===== config.mk =====
export PLATFORM = sky130hd
export DESIGN_NAME = execute_target_unit
export DESIGN_NICKNAME = d
export VERILOG_FILES = /design/src/rtl/execute_target_unit.sv
export SDC_FILE = /design/constraint.sdc
export NUM_CORES = 1
export LEC_CHECK = 0
export CORE_MARGIN = 4
export CORE_UTILIZATION = 49
export CTS_CLUSTER_SIZE = 25
export DETAILED_ROUTE_END_ITERATION = 6
export PLACE_DENSITY = 0.87
export SYNTH_ARGS = -nofsm -noshare
export SYNTH_HDL_FRONTEND = slang
export SYNTH_SLANG_ARGS = --single-unit

===== constraint.sdc =====
create_clock -name clk -period 4.4 [get_ports clk]
set_clock_uncertainty 0.05 [all_clocks]
set_input_delay 0.88 -clock clk [delete_from_list [all_inputs] [get_ports clk]]
set_output_delay 0.88 -clock clk [all_outputs]
set_load 0.01 [all_outputs]

===== src/rtl/execute_target_unit.sv =====
// execute_target_unit
// Execute-stage control-transfer target generation. One of NUM_SRC base
// operands is selected and the sign-extended immediate is added to it. In JALR
// mode bit 0 of the sum is cleared. The result is then checked against the
// required instruction alignment.
// The target, valid and redirect/misalign flags sit in a single pipeline
// register with flush/stall control. A saturating counter tallies issued
// redirects for performance monitoring.
//
// Handshake: there is no backpressure towards execute. valid_i qualifies the
// instruction in the current cycle. valid_o qualifies target_o one cycle later.
// redirect_o is a single-cycle pulse to fetch and is never re-issued while the
// register is stalled.
module execute_target_unit #(
    parameter int WIDTH       = 32,
    parameter int NUM_SRC     = 2,
    parameter int ALIGN_BYTES = 4,
    parameter int CNT_W       = 16
) (
    input  logic                                            clk,
    input  logic                                            reset,
    input  logic [NUM_SRC*WIDTH-1:0]                        src_i,
    input  logic [((NUM_SRC > 1) ? $clog2(NUM_SRC) : 1)-1:0] sel_i,
    input  logic [WIDTH-1:0]                                imm_i,
    input  logic                                            clr_lsb_i,
    input  logic                                            taken_i,
    input  logic                                            valid_i,
    input  logic                                            stall_i,
    input  logic                                            flush_i,
    output logic [WIDTH-1:0]                                target_o,
    output logic                                            valid_o,
    output logic                                            redirect_o,
    output logic                                            misalign_o,
    output logic [CNT_W-1:0]                                redirect_cnt_o
);

    // Number of low target bits that must be zero for an aligned target.
    localparam int ALIGN_LSB = (ALIGN_BYTES > 1) ? $clog2(ALIGN_BYTES) : 0;

    logic [WIDTH-1:0] base;
    logic [WIDTH-1:0] sum;
    logic [WIDTH-1:0] tgt;
    logic             mis;
    logic             take;
    logic             capture;
    logic             redirect_d;
    logic             misalign_d;
    logic             cnt_sat;

    // Base operand mux. Select values beyond NUM_SRC-1 fall back to source 0 (PC).
    always_comb begin
        base = src_i[WIDTH-1:0];
        for (int k = 1; k < NUM_SRC; k++) begin
            if (int'(sel_i) == k) begin
                base = src_i[k*WIDTH +: WIDTH];
            end
        end
    end

    // Target adder. The carry-out is dropped, so the address wraps modulo 2^WIDTH.
    // JALR mode forces bit 0 of the sum low.
    always_comb begin
        sum = base + imm_i;
        tgt = sum;
        if (clr_lsb_i) begin
            tgt[0] = 1'b0;
        end
    end

    // Alignment check. It is absent when any byte address is legal.
    generate
        if (ALIGN_LSB == 0) begin : g_no_align
            assign mis = 1'b0;
        end else begin : g_align
            assign mis = |tgt[ALIGN_LSB-1:0];
        end
    endgenerate

    // Redirect and misalign are mutually exclusive by construction.
    assign take       = valid_i & taken_i;
    assign redirect_d = take & ~mis;
    assign misalign_d = take & mis;
    assign capture    = ~flush_i & ~stall_i;
    assign cnt_sat    = &redirect_cnt_o;

    // Output register. Flush has priority over stall, and stall has priority over capture.
    always_ff @(posedge clk or negedge reset) begin
        if (!reset) begin
            target_o   <= '0;
            valid_o    <= 1'b0;
            redirect_o <= 1'b0;
            misalign_o <= 1'b0;
        end else if (flush_i) begin
            valid_o    <= 1'b0;
            redirect_o <= 1'b0;
            misalign_o <= 1'b0;
        end else if (stall_i) begin
            redirect_o <= 1'b0;
        end else begin
            target_o   <= tgt;
            valid_o    <= valid_i;
            redirect_o <= redirect_d;
            misalign_o <= misalign_d;
        end
    end

    // Redirect counter. It advances on the same edge that raises redirect_o and sticks at all-ones.
    always_ff @(posedge clk or negedge reset) begin
        if (!reset) begin
            redirect_cnt_o <= '0;
        end else if (capture && redirect_d && !cnt_sat) begin
            redirect_cnt_o <= redirect_cnt_o + CNT_W'(1);
        end
    end

    // Fetch must never see a redirect and a misalign exception together.
    a_redirect_misalign_excl : assert property (
        @(posedge clk) disable iff (!reset) !(redirect_o && misalign_o)
    );

endmodule


-- Yosys cells after proc, flatten, opt, wreduce, memory -nomap -nowiden
Index checks and enable logic that the tools add are counted.
- bitwise logic cells: 7
- multiplexer cells: 8
- add/subtract/negate cells: 2
- equality and inequality tests: 1
- reductions and logical operators: 6
- operators by type and width (kind ; number):
    adder 32 bit ; 1
    two-way mux 32 bit ; 1
    adder 16 x 1 -> 16 bit, second input constant ; 1
    AND reduction 16 bit ; 1
    two-way mux 1 bit ; 7
    AND 1 bit ; 4
    inverter 1 bit ; 3
    logical AND 1 bit ; 2
    != test 2 x 1 -> 1 bit, second input constant ; 1
    AND reduction 2 bit ; 1
    OR reduction 2 bit ; 1
    zero test 1 bit ; 1
- flip-flop bits (word level): 51
- logic and storage cells: 29
- input bits: 104
- output and inout port bits: 51

-- Depth between registers and ports, before layout
- depth after elaboration: 8
- mapped depth: 11
- depth with buffers taken out: 9

-- Worst setup path before layout
Ideal clock, no wire load.
- path kind: input-to-reg
- start: in sel_i
- end: reg target_o[28]
- cell stages on the path: 10
- data required time: 4.226 ns
- arrival time: 3.590 ns
- setup slack: 0.636 ns
- setup time: 0.124 ns
- buffers on the path: 2
- cell sequence: clkbuf_1 clkbuf_1 mux2_2 fa_1 a21o_1 a221o_1 a21o_1 and3b_1 o2111a_1 a211o_1
- cells in the longest elaborated chain, start to end: 2
- RTL lines (what ; line ; source):
    start: declaration ; 23 ; input logic [((NUM_SRC > 1) ? $clog2(NUM_SRC) : 1)-1:0] sel_i,
    two-way mux 32 bit ; 54 ; if (int'(sel_i) == k) begin
    adder 32 bit ; 63 ; sum = base + imm_i;
    end signal: assignment ; 100 ; target_o <= tgt;
    end: declaration ; 30 ; output logic [WIDTH-1:0] target_o,
No other way between the ends.
A chain may end at the register's enable or synchronous reset.

-- Worst setup path in the final report
- start: in sel_i
- end: reg target_o[21]
The elaborated chain is that of the path after synthesis.

==> summary.md <==
| Metric | Value |
|---|---|
| Synthesis-to-layout area growth | `41.5%` |
| Root Buffer | `clkbuf_8` |
| Ys async rst share | `100%` |
| Via Count | `between 4000 and 5000` |
| GRT Util Overall | `around a quarter` |
| Vias in the first global route | `around 4300` |
| Status | `completed` |
| Critical path startpoint category | `input pin` |
| Synth Area in Compound Gates | `a little over a fifth` |
| Synthesized Nets | `about 630` |
| CTS clock-pin slew for the worst setup and hold paths | `110 ps` |
| Core outline area | `approximately 0.0083 mm²` |
| HP Class | `flop to flop` |
| WL/cell | `16.8 µm` |
| Pleak | `2.54 nW` |
| Final instance count without filler cells | `around 740` |
| Post-synth EDFFs | `0` |
| N_diodes | `0` |
| XOR/XNOR Fraction of Synth Area | `7.25%` |
| First-pass GRT wire length | `roughly 20000 µm` |
| Overall power | `1.71 mW` |
| Most used DFF post-synth | `dfrtp_1` |
| Setup Viol. Count Final | `0` |
| H-tree levels | `2` |
| # hold bufs at CTS | `0` |
| Setup Fix Bufs, Post-CTS | `0` |
| Placed cell count | `736` |
| ANT nets after route | `0` |
| Fin worst setup slack | `between 300 and 400 ps` |
| Synthesized netlist cell count | `slightly below 500` |
| Rows | `33` |
| Final Hold Viols | `0` |
| Sum Neg Setup Slack | `0 ps` |
| Congestion Overflow GR | `0` |
| CP endpoint kind | `flop` |
| Post-synthesis adder-cell area fraction | `approximately 9.9%` |
| DRT Wirelength | `roughly 13000 µm` |
| Die width | `101 µm` |
| RSZ-0062 raised after global routing | `no` |
| Pin count of the biggest net entering global routing | `66` |
| Seq. cell area | `around 0.0013 mm²` |
| Commonest non-fill, non-tap cell in the layout | `clkdlybuf4s50_1` |
| Layout cell share with drive strength beyond 1 | `under 10%` |
| # DRC | `0` |
| DRT iter0 DRCs | `~320` |
| Pre-CTS setup slack | `~130 ps` |
| Cts repair resizes | `0` |
| Initial antenna violation count | `0` |
| Worst skew pair latency | `300 ps` |
| Yosys cell types | `56` |
| Mux contribution to synthesized area | `about 9.0%` |
| Hold_ws | `434 ps` |
| Critical Path Fanout Max | `19` |
| Achievable Freq | `247 MHz` |
| Most area-consuming cells after synthesis | `dfrtp_1 (30%), ha_1 (9.5%), mux2_2 (8.5%)` |
| DR pass1 iterations | `5` |
| Hold path depth | `2` |
| Nets | `between 700 and 800` |
| Post-Synth Simple-Gate Area | `between 10% and 20%` |
| Worst EP arrival | `~4200 ps` |
| Die H | `~100 µm` |
| Yosys Warn Count | `0` |
| Slew @ Worst Pin | `around 940 ps` |
| Max VDD drop | `roughly 0.00021 V` |
| Post-Synthesis Cell Area | `between 0.004 and 0.005 mm²` |
| Min Clock Period, post-route | `roughly 4000 ps` |
| TritonCTS Buffers | `5` |
| Fin crit share | `92.1%` |
| Fillcell total | `638` |
| Max cap viols | `0` |
| CP required | `4580 ps` |
| Main combinational cell family by area after synthesis | `compound AO/OA/AOI/OAI gates` |
| Most frequent cells in the layout | `clkdlybuf4s50_1 (153), nand2_1 (66), dfrtp_1 (51)` |
| Drt via density | `5.85` |
| Initial Utilization | `between 50% and 60%` |
| Clock Path Buffers | `2` |
| Mean post-synth cell area | `8.64 µm²` |
| Path depth of the worst reg2reg path | `6` |
| Crit Path Class | `input pin to flop` |
| IO Port Bufs | `around 150` |
| Dominant cell type by area after synthesis | `dfrtp_1` |
| PD cells | `between 200 and 300 mW/mm²` |
| Post-DP HPWL | `~10000 µm` |
| Synth top area share | `a little under a third` |
| Clock sinks | `51` |
| Routability Congestion | `around 0.95` |
| Reg2Reg Setup Slack | `roughly 2400 ps` |
| Slew margin rel. | `36.8%` |
| Post-synthesis sequential area ratio | `approximately 30%` |
| IO Pins | `~160` |
| Final Max Tran Viols | `0` |
| Die area | `about 0.010 mm²` |
| CTS tree | `yes` |
| Flops & latches, synth | `51` |
| Multi-input gate area | `0.00283 mm²` |
[sequential cells by signal (all words and copies together), names as in the netlist]
signal	flops
redirect_cnt_o	16
valid_o	1
target_o	32
misalign_o	1
redirect_o	1
[cells by family (layout without fill, tap and decap cells)]
family,after synthesis,after routing
AOI/OAI and AO/OA,139,139
xor gates and xnor gates,35,35
buffers and inverters,32,182
muxes,34,34
and+or+nand+nor,165,165
DFF,51,51
adders and majority gates,33,33
[cell usage after synthesis, types with 4 or more instances]
| cell type | count |
|---|---|
| a211o_1 | 5 |
| a211oi_1 | 6 |
| a21o_1 | 12 |
| a21oi_1 | 34 |
| and2_1 | 4 |
| and3_1 | 9 |
| clkbuf_1 | 18 |
| dfrtp_1 | 51 |
| ha_1 | 32 |
| inv_1 | 11 |
| mux2_2 | 32 |
| nand2_1 | 66 |
| nand3_1 | 20 |
| nand4_1 | 14 |
| nor2_1 | 24 |
| nor3_1 | 9 |
| o211ai_1 | 10 |
| o21a_1 | 5 |
| o21ai_0 | 35 |
| o31ai_1 | 6 |
| xnor2_1 | 20 |
| xor2_1 | 15 |
[power breakdown]
group          switching, mW  internal [mW]
logic                  0.381          0.418
clock network          0.169          0.129
registers             0.0607          0.550
[per-layer routing]
| layer | up-vias | wire (µm) | GRT usage, % |
|---|---|---|---|
| li1 | 2101 | - | - |
| met1 | 2029 | 4940 | 30.0 |
| met2 | 204 | 6490 | 43.9 |
| met3 | 18 | 913 | 2.63 |
| met4 | 0 | 181 | 6.01 |
| met5 | - | 0 | 0 |
[stage by stage]
stage	area, µm²	util (%)
2_1_floorplan	4230	-
3_3_place_gp	5880	70.9
3_5_place_dp	5880	70.9
4_1_cts	5980	72.1
5_1_grt	5980	72.1
6_report	5980	72.1
[area by class of cell]
cell class                      count  area share [%]
Clock buffer                        6            1.38
Clock inverter                      2           0.272
Inverter                           11           0.690
Multi-Input combinational cell    406            47.3
Sequential cell                    51            21.3
Tap cell                          105            2.20
Timing Repair Buffer              163            26.8
[worst paths after layout]
path,from,endpoint
setup reg to reg,redirect_cnt_o[6],redirect_cnt_o[15]
hold reg to reg,target_o[5],target_o[5]
max in group asynchronous,reset,target_o[10]
min in group asynchronous,reset,redirect_cnt_o[9]
setup / recovery,sel_i,target_o[21]
hold / removal,target_o[5],target_o[5]
[critical path, cell delays in order]
cell	delay (ps)
clkdlybuf4s50_1	610
buf_4	320
mux2_2	380
ha_1	340
a21oi_1	420
o21ai_0	230
a211oi_1	430
nor3_1	180
o21a_1	220
o31ai_1	210
No activity file was read; power rests on OpenSTA's default activity.
